--- config.mk ---
export PLATFORM = sky130hd
export DESIGN_NAME = pixel_stream_tx
export DESIGN_NICKNAME = d
export VERILOG_FILES = /design/src/rtl/cnn_stream_pkg.sv /design/src/rtl/sync_fifo.sv /design/src/rtl/pixel_stream_tx.sv
export SDC_FILE = /design/constraint.sdc
export NUM_CORES = 1
export LEC_CHECK = 0
export CORE_MARGIN = 3
export CORE_UTILIZATION = 55
export CTS_BUF_LIST = sky130_fd_sc_hd__clkbuf_8
export CTS_CLUSTER_DIAMETER = 30
export DETAILED_ROUTE_END_ITERATION = 10
export HOLD_SLACK_MARGIN = 0.02
export MAX_ROUTING_LAYER = met4
export PLACE_DENSITY_LB_ADDON = 0.25
export SYNTH_ARGS = -nofsm -noshare
export SYNTH_HDL_FRONTEND = slang
export SYNTH_SLANG_ARGS = --single-unit
--- constraint.sdc ---
create_clock -name clk -period 4.4 [get_ports clk]
set_clock_uncertainty 0.1 [all_clocks]
set_input_delay 0.44 -clock clk [delete_from_list [all_inputs] [get_ports clk]]
set_output_delay 0.44 -clock clk [all_outputs]
set_load 0.005 [all_outputs]
--- src/rtl/cnn_stream_pkg.sv ---
// Types and helpers shared by the CNN front-end pixel streaming blocks.
package cnn_stream_pkg;

    typedef enum logic [1:0] {
        IDLE   = 2'd0,
        STREAM = 2'd1,
        HOLD   = 2'd2
    } tx_state_t;

    function automatic int pixels_per_frame(input int image_width);
        return image_width * image_width;
    endfunction

endpackage

--- src/rtl/sync_fifo.sv ---
// Purpose: single-clock FIFO with occupancy count; push on full and pop on empty are dropped.
// Latency: head is valid the cycle after the first push into an empty FIFO.
// Backpressure: full is a function of occupancy only, independent of a same-cycle pop.
module sync_fifo #(
    parameter int BitSize   = 32,
    parameter int FifoDepth = 16
) (
    input  logic                         clk,
    input  logic                         rst,
    input  logic                         push,
    input  logic [BitSize-1:0]           push_dat,
    input  logic                         pop,
    output logic [BitSize-1:0]           head,
    output logic                         full,
    output logic                         empty,
    output logic [$clog2(FifoDepth):0]   count
);
    localparam int AW = $clog2(FifoDepth);
    localparam int CW = AW + 1;

    logic [BitSize-1:0] mem [FifoDepth];
    logic [AW-1:0]      wr_ptr;
    logic [AW-1:0]      rd_ptr;
    logic               do_push;
    logic               do_pop;

    assign full    = (count == CW'(FifoDepth));
    assign empty   = (count == '0);
    assign do_push = push && !full;
    assign do_pop  = pop && !empty;
    assign head    = mem[rd_ptr];

    // Storage is not reset; only pointers and count define validity.
    always_ff @(posedge clk) begin
        if (do_push) begin
            mem[wr_ptr] <= push_dat;
        end
    end

    always_ff @(posedge clk or posedge rst) begin
        if (rst) begin
            wr_ptr <= '0;
            rd_ptr <= '0;
            count  <= '0;
        end else begin
            if (do_push) begin
                wr_ptr <= wr_ptr + AW'(1);
            end
            if (do_pop) begin
                rd_ptr <= rd_ptr + AW'(1);
            end
            case ({do_push, do_pop})
                2'b10:   count <= count + CW'(1);
                2'b01:   count <= count - CW'(1);
                default: count <= count;
            endcase
        end
    end

endmodule

--- src/rtl/pixel_stream_tx.sv ---
// Purpose: buffer host pixels and stream one ImageWidth x ImageWidth frame into the first conv stage.
// Latency: out_valid rises one cycle after a qualifying edge; pixels spaced at least CyclesPerPixel apart.
// Backpressure: sink_ready low or empty FIFO stalls issue; wr_ready drops only when the FIFO is full.
module pixel_stream_tx
    import cnn_stream_pkg::*;
#(
    parameter int BitSize        = 32,
    parameter int ImageWidth     = 8,
    parameter int CyclesPerPixel = 2,
    parameter int FifoDepth      = 16
) (
    input  logic                         clk,
    input  logic                         rst,
    input  logic                         wr_valid,
    input  logic [BitSize-1:0]           wr_data,
    output logic                         wr_ready,
    input  logic                         start,
    input  logic                         sink_ready,
    output logic                         out_valid,
    output logic [BitSize-1:0]           out_data,
    output logic                         busy,
    output logic                         frame_done,
    input  logic                         frame_release,
    output logic [$clog2(FifoDepth):0]   fifo_count
);
    localparam int PPF = pixels_per_frame(ImageWidth);
    localparam int PW  = $clog2(PPF) + 1;
    localparam int GW  = $clog2(CyclesPerPixel) + 1;
    localparam logic [GW-1:0] GAP_RELOAD = GW'(CyclesPerPixel - 1);
    localparam logic [PW-1:0] LAST_PIX   = PW'(PPF - 1);

    tx_state_t          state;
    logic [PW-1:0]      pixel_cnt;
    logic [GW-1:0]      gap;
    logic [BitSize-1:0] head;
    logic               full;
    logic               empty;
    logic               issue;

    sync_fifo #(
        .BitSize   (BitSize),
        .FifoDepth (FifoDepth)
    ) u_fifo (
        .clk      (clk),
        .rst      (rst),
        .push     (wr_valid),
        .push_dat (wr_data),
        .pop      (issue),
        .head     (head),
        .full     (full),
        .empty    (empty),
        .count    (fifo_count)
    );

    assign wr_ready = !full;
    assign busy     = (state != IDLE);
    assign issue    = (state == STREAM) && !empty && sink_ready && (gap == '0);

    always_ff @(posedge clk or posedge rst) begin
        if (rst) begin
            state      <= IDLE;
            pixel_cnt  <= '0;
            gap        <= '0;
            out_valid  <= 1'b0;
            out_data   <= '0;
            frame_done <= 1'b0;
        end else begin
            out_valid  <= issue;
            // The only cycle HOLD sees out_valid high is its first, right after the last pixel.
            frame_done <= (state == HOLD) && out_valid;

            if (issue) begin
                out_data  <= head;
                gap       <= GAP_RELOAD;
                pixel_cnt <= pixel_cnt + PW'(1);
            end else if (gap != '0) begin
                gap <= gap - GW'(1);
            end

            case (state)
                IDLE: begin
                    if (start) begin
                        state <= STREAM;
                    end
                end
                STREAM: begin
                    if (issue && (pixel_cnt == LAST_PIX)) begin
                        state <= HOLD;
                    end
                end
                HOLD: begin
                    if (frame_release) begin
                        state     <= IDLE;
                        pixel_cnt <= '0;
                    end
                end
                default: state <= IDLE;
            endcase
        end
    end

endmodule

==> results of run 1 <==
[cells by family (layout without fill, tap and decap cells)]
group	count (synthesis)	in the layout	share of synthesized area (%)
flip-flops	570	570	77.4
adder cells (fa/ha/maj)	10	10	0.576
AND/OR/NAND/NOR	65	65	1.53
buffers and inverters	69	322	1.54
XOR/XNOR	12	12	0.484
multiplexers	161	161	15.0
AO/OA/AOI/OAI	125	125	3.47
[area by class of cell]
type	instances	area [um^2]	area share (%)
Tap cell	518	648	2.50
Clock buffer	115	1580	6.12
Timing Repair Buffer	108	1180	4.57
Clock inverter	87	888	3.43
Multi-Input combinational cell	373	4690	18.1
Inverter	12	45.0	0.174
Sequential cell	570	16800	65.1
[final timing paths]
path / start / endpoint / slack (ns) / depth (start not counted)
max in group asynchronous: rst / u_fifo.rd_ptr[2] / 3.03 / 3
worst min-delay path: rst / out_data[29] / 0.15 / 2
min in group clk: frame_release / state[1] / 0.28 / 2
worst max register to register: u_fifo.count[1] / u_fifo.count[4] / 1.25 / 9
worst max-delay path: u_fifo.count[1] / u_fifo.count[4] / 1.25 / 9
worst min register to register: gap[0] / gap[0] / 0.36 / 1
[worst max-delay path: stages, from the launching register on]
cell and delay [ns]:
dfrtp_1 0.48, or4_4 0.59, o211ai_4 0.39, inv_2 0.07
buf_4 0.37, ha_1 0.37, o211a_1 0.23, o31ai_1 0.19
a31oi_1 0.08, xnor2_1 0.14
[flip-flops by register name, summed over array words and instances, names as in the netlist]
register and cells:
frame_done 1, gap 2, out_data 32, out_valid 1, pixel_cnt 7, state 2, u_fifo.count 5, u_fifo.mem 512
u_fifo.rd_ptr 4, u_fifo.wr_ptr 4
[placed cells by master, fill, tap and decap left out, drive strengths merged, types with 5 or more instances in the layout]
cell type,synthesis,layout
nand2,16,16
clkinvlp,0,8
o21ai,9,9
a21oi,42,42
clkinv,0,36
xnor2,9,9
clkdlybuf4s50,0,78
buf,34,30
mux4,128,128
mux2,33,33
clkbuf,23,115
nand2b,5,5
nor2,20,20
dfrtp,58,58
inv,12,37
ha,10,10
o22ai,64,64
bufinv,0,18
edfxtp,512,512
[metrics by stage]
step | setup WS [ns] | power, mW | utilization [%] | instances | hold WS (ns)
floorplan | 0.250 | 9.90 | - | 1012 | 0.309
global placement | 1.10 | 11.5 | 60.3 | 1581 | 0.331
detailed placement | 1.08 | 11.5 | 60.3 | 1581 | 0.350
CTS | 1.24 | 17.3 | 66.6 | 1783 | 0.119
global route | 1.05 | 17.8 | 66.6 | 1783 | 0.144
finish | 1.25 | 17.1 | 66.6 | 1783 | 0.147
[report_power, final]
part	internal, mW	switching [mW]
logic	2.12	2.08
registers	6.63	0.507
clock network	3.50	2.22
total	12.3	4.80
[routing by layer]
layer / vias up / global-route usage (%) / share of wire [%]
met5: - / - / 0
met4: 0 / 8.48 / 2.4
met3: 77 / 4.45 / 5.0
met2: 335 / 38.5 / 53
met1: 5695 / 29.7 / 40
li1: 4588 / - / -
==> run summary, run 1 <==
Placed Area: 23,400 um^2
Worst setup path class: reg2reg
CTS Hold Bufs: 0
Routed length per instance: 25.6 um
Layout Nets: 1,221
Top cell type by total area after synthesis: edfxtp_1
RePlAce Congestion: 0.794
Die Span Y: 205 um
Vias in the first global route: 11,300
Syn Nets: 1,060
Layout area overhead: 19.1%
Setup Buffers After CTS: 0
EDFF count, synth: 512
Ports: 79
Max-Cap Viols: 0
Worst Hold Class: in2async
CTS Buf Count: 108
Core box area: 38,800 um^2
Total grt overflow: 0
First-pass GRT wire length: 69,600 um
Post-Syn Area: 21,700 um^2
CTS tree: built
Largest net degree at the start of global routing: 71
CP arrival: 3.61 ns
CP Max Fanout: 70
PwrDens: 659 nW/um^2
CP endpoint kind: flip-flop
Tcrit/Tclk final: 71.6%
Post-Syn Area per Cell: 21.5 um^2
Synth Instances: 1,012
Die extent in x: 205 um
Peak supply drop: 0.414 mV
Via count: 10,700
CTS sink count: 570
Synth top cells by count: edfxtp_1 (512), mux4_2 (128), o22ai_1 (64), dfrtp_1 (58), a21oi_1 (42)
Worst-Margin Slew: 0.919 ns
Gr usage total: 23.4%
Synth top area share: 70.8%
Max Freq: 0.318 GHz
CTS resizes: 0
Worst-case clock buffer depth: 3
Filler cells: 2,478
Layout cells sized above 1: 30.1%
Top_reg_cell synth: edfxtp_1
Status: completed
Pins over their slew limit: 0
DP Wirelength: 26,700 um
Port buffer count: 78
Worst path required time: 4.86 ns
CTS Root Buffer Type: clkbuf_8
Leakage: 8.52 nW
Antenna violations before repair: 0
RSZ-0062 raised after global routing: false
Routed WL: 45,600 um
Post-DRT Antenna Nets: 0
FFs w/ async S/R, synth: 10.2%
CTS H-tree lvls: 3
Via density: 6.00
Clock transition at the registers of the reported paths: 0.06 ns
Die area: 41,900 um^2
Synthesized flop and latch total: 570
Setup TNS: 0 ns
Final Hold Fails: 0
1st-iter DRT viols: 706
Final setup fails: 0
Synth area leaders: edfxtp_1 (71%), mux4_2 (13%), dfrtp_1 (6.7%)
Synthesis Warnings: 0
Critical Path Source Type: flip-flop
Synth unique cells: 44
1st-pass router iterations: 4
Sequential area share after synthesis: 77.4%
Initial Utilization: 56.0%
Final instance area: 25,900 um^2
Std-Cell Rows: 72
# DRC: 0
Worst-skew pair later-pin latency: 0.68 ns
Final critical-path required period: 3.15 ns
Most common cell in the netlist: edfxtp_1
Antenna cells: 0
Slew headroom: 38.7%
No activity file was read; power rests on OpenSTA's default activity.
==> inputs of run 2 (changes only) <==
Clock period 4.4 ns to 3.1 ns, I/O delays scaled along.
==> run summary, run 2 (same netlist as run 1, synthesis figures left out) <==
CTS Root Buffer Type: clkbuf_8 (unchanged)
Worst-skew pair later-pin latency: 0.66 ns (was 0.68 ns)
Hold wc startpoint: frame_release
Core box area: 38,800 um^2 (unchanged)
FF-to-FF End: u_fifo.count[4] (unchanged)
PwrDens: 925 nW/um^2 (was 659 nW/um^2)
Total grt overflow: 0 (unchanged)
CTS tree: built (unchanged)
Post-DRT Antenna Nets: 0 (unchanged)
Worst-Margin Slew: 0.927 ns (was 0.919 ns)
CTS sink count: 570 (unchanged)
Pins over their slew limit: 0 (unchanged)
Final setup fails: 0 (unchanged)
CP Max Fanout: 9 (was 70)
Worst setup path class: reg2reg (unchanged)
Top sig layer: met4 (unchanged)
Antenna violations before repair: 1 (was 0)
Worst hold stages: 2
Max Freq: 0.340 GHz (was 0.318 GHz)
CP bufs+invs: 1 (was 2)
DP Wirelength: 25,400 um (was 26,700 um)
Layout cells sized above 1: 32.2% (was 30.1%)
Largest Register: u_fifo.mem (unchanged)
R2r setup slk: 0.16 ns (was 1.25 ns)
1st-pass router iterations: 7 (was 4)
R2R Path Start: u_fifo.count[0] (was u_fifo.count[1])
Max-Cap Viols: 0 (unchanged)
Most frequent cells in the layout: edfxtp_1 (512), mux4_2 (128), clkbuf_8 (121), clkdlybuf4s50_1 (78), o22ai_1 (64) (was edfxtp_1 (512), mux4_2 (128), clkbuf_8 (115), clkdlybuf4s50_1 (78), o22ai_1 (64))
Clock transition at the registers of the reported paths: 0.05 ns (was 0.06 ns)
Wire length on met1: 19,300 um (was 18,300 um)
Die extent in x: 205 um (unchanged)
Routed WL: 45,700 um (was 45,600 um)
Most used cell along the critical path: ha_1
Tcrit/Tclk final: 94.9% (was 71.6%)
Die area: 41,900 um^2 (unchanged)
Hold endpoint: state[1]
Routed length per instance: 25.2 um (was 25.6 um)
Largest registers: u_fifo.mem (512), out_data (32), pixel_cnt (7) (unchanged)
Initial Utilization: 56.0% (unchanged)
Worst Hold Class: in2reg (was in2async)
Critical Path Source Type: flip-flop (unchanged)
Port buffer count: 78 (unchanged)
Cell Count, Final, Fillers Out: 1,817 (was 1,783)
CP peak stage delay: 0.57 ns (was 0.59 ns)
CP top delay family: compound AO/OA/AOI/OAI gates (unchanged)
Met3 wire length: 2710 um (was 2270 um)
# DRC: 0 (unchanged)
Leakage: 8.74 nW (was 8.52 nW)
1st-iter DRT viols: 886 (was 706)
Layout area overhead: 20.2% (was 19.1%)
RSZ-0062 raised after global routing: false (unchanged)
Crit path cell chain: or4_4 -> o211ai_4 -> inv_2 -> ha_1 -> xor2_1 -> ha_1 -> o211a_1 -> o31ai_1 -> a31oi_1 -> xnor2_1 (was or4_4 -> o211ai_4 -> inv_2 -> buf_4 -> ha_1 -> o211a_1 -> o31ai_1 -> a31oi_1 -> xnor2_1)
First-pass GRT wire length: 69,400 um (was 69,600 um)
Status: completed (unchanged)
R2R depth: 10 (was 9)
Slew headroom: 38.2% (was 38.7%)
Metal2 WL: 22,700 um (was 24,000 um)
Vias in the first global route: 11,300 (about the same)
RePlAce Congestion: 0.784 (was 0.794)
Most common cell after layout, fill and taps aside: edfxtp_1 (unchanged)
Via density: 5.93 (was 6.00)
Dpl cells: 1,609 (was 1,581)
Layout Nets: 1,254 (was 1,221)
Final Hold Fails: 0 (unchanged)
Max reg flops: 512 (unchanged)
Worst path slowest cell: or4_4 (unchanged)
Peak supply drop: 0.538 mV (was 0.414 mV)
Worst hold slack: 0.183 ns (was 0.147 ns)
Die Span Y: 205 um (unchanged)
CP endpoint kind: flip-flop (unchanged)
Worst path required time: 3.51 ns (was 4.86 ns)
Std-Cell Rows: 72 (unchanged)
CP arrival: 3.36 ns (was 3.61 ns)
PnR Total Power: 24.2 mW (was 17.1 mW)
Worst-case clock buffer depth: 3 (unchanged)
Via count: 10,800 (was 10,700)
CTS Buf Count: 104 (was 108)
Largest net degree at the start of global routing: 70 (was 71)
CTS H-tree lvls: 3 (unchanged)
Final critical-path required period: 2.94 ns (was 3.15 ns)
Gr usage total: 23.3% (was 23.4%)
Ports: 79 (unchanged)
## run 2: changes by cell type in the layout (fill, tap and decap cells not counted), moves of 3 or more
cell,before,now
buf_4,16,53
clkinv_1,19,8
nor3_4,0,4
nor3_2,4,0
clkinvlp_4,8,4
bufinv_16,18,15
clkbuf_8,115,121
inv_1,31,38
## run 2: layer usage
layer  vias to the layer above  global-route usage [%]
li1                       4651                       -
met1                      5674                    32.1
met2                       362                    36.1
met3                        81                    4.37
met4                         0                    7.30
met5                         -                       -
## run 2: how the worst max path moves through the flow
stage / endpoint / cells past startpoint / startpoint / slack [ns]
6_report: u_fifo.count[4] / 10 / u_fifo.count[0] / 0.16
3_5_place_dp: u_fifo.count[4] / 10 / u_fifo.count[0] / 0.09
4_1_cts: u_fifo.count[4] / 10 / u_fifo.count[0] / 0.08
3_3_place_gp: u_fifo.count[4] / 10 / u_fifo.count[0] / 0.14
2_1_floorplan: u_fifo.mem[15][0] / 5 / u_fifo.count[2] / -0.20
5_1_grt: u_fifo.count[4] / 10 / u_fifo.count[0] / 0.02
## run 2: final cells by class
class	instances	area, um^2
inverter	12	45.0
timing repair buffer	145	1450
antenna	1	2.50
tap	518	648
multi-input combinational	373	4720
clock buffer	121	1670
clock inverter	77	753
fill	2435	12700
sequential	570	16800
## run 2: repair_timing
action | CTS | global route
buffers inserted | 0 | 8
endpoints found under the setup margin | 0 | 1
gates resized for setup | 0 | 1
endpoints found under the hold margin | 14 | 0
hold buffers | 1 | 0
## run 2: power breakdown
| group | switching [mW] | internal [mW] |
|---|---|---|
| clock | 3.09 | 4.85 |
| combinational | 2.89 | 3.20 |
| sequential | 0.726 | 9.41 |
## run 2: metrics by stage
stage | setup TNS, ns | instance area (um^2) | util (%) | setup slack [ns]
finish | 0 | 26100 | 67.3 | 0.158
global route | 0 | 26100 | 67.3 | 0.0150
CTS | 0 | 26100 | 67.1 | 0.0762
detailed placement | 0 | 23600 | 60.8 | 0.0853
global placement | 0 | 23600 | 60.8 | 0.145
floorplan | -58.62 | 21800 | - | -0.196
==> inputs of run 3 (changes only) <==
Settings changed: REMOVE_ABC_BUFFERS set to 1.
==> run summary, run 3 (same netlist as run 1, synthesis figures left out) <==
Placed Area: 23,500 um^2 (was 23,600 um^2)
Most common cell after layout, fill and taps aside: edfxtp_1 (unchanged)
Pins over their slew limit: 0 (unchanged)
Worst path required time: 3.54 ns (was 3.51 ns)
CP arrival: 3.33 ns (was 3.36 ns)
Final setup fails: 0 (unchanged)
PwrDens: 920 nW/um^2 (was 925 nW/um^2)
Core box area: 38,800 um^2 (unchanged)
Final critical-path required period: 2.89 ns (was 2.94 ns)
Sw Pwr: 6.65 mW (was 6.71 mW)
CP endpoint kind: flip-flop (unchanged)
Layout cells sized above 1: 31.3% (was 32.2%)
Via density: 5.94 (was 5.93)
CTS Buf Count: 109 (was 104)
Die area: 41,900 um^2 (unchanged)
Max Freq: 0.346 GHz (was 0.340 GHz)
Crit path cell chain: or4_4 -> o211ai_4 -> inv_2 -> ha_1 -> xor2_1 -> ha_1 -> o211a_1 -> o31ai_1 -> a31oi_1 -> xnor2_1 (unchanged)
Sw frac: 27.9% (was 27.8%)
Leakage: 8.66 nW (was 8.74 nW)
Gr usage total: 23.1% (was 23.3%)
CP bufs+invs: 1 (unchanged)
CTS tree: built (unchanged)
Most frequent cells in the layout: edfxtp_1 (512), mux4_2 (128), clkbuf_8 (120), clkdlybuf4s50_1 (78), o22ai_1 (64) (was edfxtp_1 (512), mux4_2 (128), clkbuf_8 (121), clkdlybuf4s50_1 (78), o22ai_1 (64))
DP Wirelength: 25,000 um (was 25,400 um)
CP peak stage delay: 0.61 ns (was 0.57 ns)
# DRC: 0 (unchanged)
Worst hold slack: 0.164 ns (was 0.183 ns)
Final instance area: 26,000 um^2 (was 26,100 um^2)
Die extent in x: 205 um (unchanged)
Flop pwr share: 41.8% (was 41.9%)
Power Internal: 17.2 mW (was 17.5 mW)
Post-DRT Antenna Nets: 0 (unchanged)
Status: completed (unchanged)
Antenna violations before repair: 3 (was 1)
CP top delay family: compound AO/OA/AOI/OAI gates (unchanged)
CTS resizes: 0 (unchanged)
Layout area overhead: 19.5% (was 20.2%)
Die Span Y: 205 um (unchanged)
Dpl cells: 1,608 (was 1,609)
Clock transition at the registers of the reported paths: 0.05 ns (about the same)
Largest registers: u_fifo.mem (512), out_data (32), pixel_cnt (7) (unchanged)
Slew headroom: 37.0% (was 38.2%)
Std-Cell Rows: 72 (unchanged)
Port buffer count: 78 (unchanged)
1st-pass router iterations: 5 (was 7)
Worst path slowest cell: or4_4 (unchanged)
Clock power frac: 32.6% (was 32.9%)
Vias in the first global route: 11,200 (was 11,300)
Worst Hold Class: in2reg (unchanged)
Met3 Use GR: 5.28% (was 4.37%)
Max reg flops: 512 (unchanged)
Tcrit/Tclk final: 93.1% (was 94.9%)
Met1 GRT Util: 32.9% (was 32.1%)
CTS H-tree lvls: 3 (unchanged)
CP Max Fanout: 9 (unchanged)
Worst-case clock buffer depth: 3 (unchanged)
Largest Register: u_fifo.mem (unchanged)
First-pass GRT wire length: 68,900 um (was 69,400 um)
Grt met2 use: 34.0% (was 36.1%)
Initial Utilization: 56.0% (unchanged)
Worst-Margin Slew: 0.944 ns (was 0.927 ns)
Most used cell along the critical path: ha_1 (unchanged)
Layout Nets: 1,250 (was 1,254)
1st-iter DRT viols: 901 (was 886)
Final Hold Fails: 0 (unchanged)
Critical Path Source Type: flip-flop (unchanged)
Peak supply drop: 0.468 mV (was 0.538 mV)
CTS Root Buffer Type: clkbuf_8 (unchanged)
Routed WL: 45,200 um (was 45,700 um)
Worst-skew pair later-pin latency: 0.66 ns (about the same)
Combinational fraction of design power: 25.6% (was 25.2%)
Total grt overflow: 0 (unchanged)
RePlAce Congestion: 0.772 (was 0.784)
Max-Cap Viols: 0 (unchanged)
Routed length per instance: 24.9 um (was 25.2 um)
Cell Count, Final, Fillers Out: 1,819 (was 1,817)
Largest net degree at the start of global routing: 70 (unchanged)
Gr busiest metal: met2 (unchanged)
Via count: 10,800 (about the same)
CTS sink count: 570 (unchanged)
RSZ-0062 raised after global routing: false (unchanged)
Ports: 79 (unchanged)
Worst setup path class: reg2reg (unchanged)
[run 3: cell types whose count changed in the layout (fill, tap and decap cells not counted), sizes merged, moves of 2 or more]
cell / before / now
inv: 44 / 48
clkinvlp: 4 / 10
buf: 66 / 57
clkinv: 26 / 28
diode: 1 / 3
bufinv: 15 / 13
[run 3: worst paths after layout]
path | depth (start not counted) | start | slack [ns] | to
worst max-delay path | 10 | u_fifo.count[0] | 0.21 | u_fifo.count[4]
worst min-delay path | 2 | frame_release | 0.16 | state[1]
worst max register to register | 10 | u_fifo.count[0] | 0.21 | u_fifo.count[4]
worst min register to register | 1 | gap[0] | 0.35 | gap[0]
max in group asynchronous | 4 | rst | 1.70 | out_data[26]
min in group asynchronous | 3 | rst | 0.53 | out_data[31]
[run 3: routing by layer]
layer	vias to the layer above	wire length (um)
met5	-	0
met4	0	722
met3	58	3410
met2	427	21600
met1	5681	19500
li1	4639	-
[run 3: power groups by stage]
stage	Combinational [mW]	Sequential (mW)	Clock (mW)
4_1_cts	6.20	9.99	7.93
3_5_place_dp	6.17	10.1	0
6_report	6.11	9.98	7.78
5_1_grt	6.59	10.1	8.32
3_3_place_gp	6.09	10.1	0
2_1_floorplan	3.36	10.4	0
[run 3: layout make-up]
class	instances	area [um^2]
antenna	3	7.51
clock buffer	120	1650
clock inverter	87	744
fill	2447	12900
inverter	12	45.0
multi-input combinational	373	4690
sequential	570	16800
tap	518	648
timing repair buffer	136	1330
[run 3: per-stage QoR]
| step | power [mW] | utilization [%] | setup TNS, ns | setup WS, ns |
|---|---|---|---|---|
| finish | 23.9 | 66.9 | 0 | 0.214 |
| global route | 25.0 | 66.9 | 0 | 0.0161 |
| CTS | 24.1 | 66.8 | 0 | 0.202 |
| detailed placement | 16.3 | 60.6 | 0 | 0.212 |
| global placement | 16.2 | 60.6 | 0 | 0.269 |
| floorplan | 13.8 | - | -228.00 | -3.23 |
[run 3: worst register-to-register path: stages, from the launching register on]
cell      delay [ns]
dfrtp_1         0.45
or4_4           0.61
o211ai_4        0.19
inv_2           0.06
ha_1            0.31
xor2_1          0.19
ha_1            0.23
o211a_1         0.21
o31ai_1         0.21
a31oi_1         0.08
xnor2_1         0.14
[run 3: what timing repair did]
item / 4_1_cts / 5_1_grt
hold buffers: 1 / 0
hold endpoints to repair: 28 / 0
setup buffers: 0 / 0
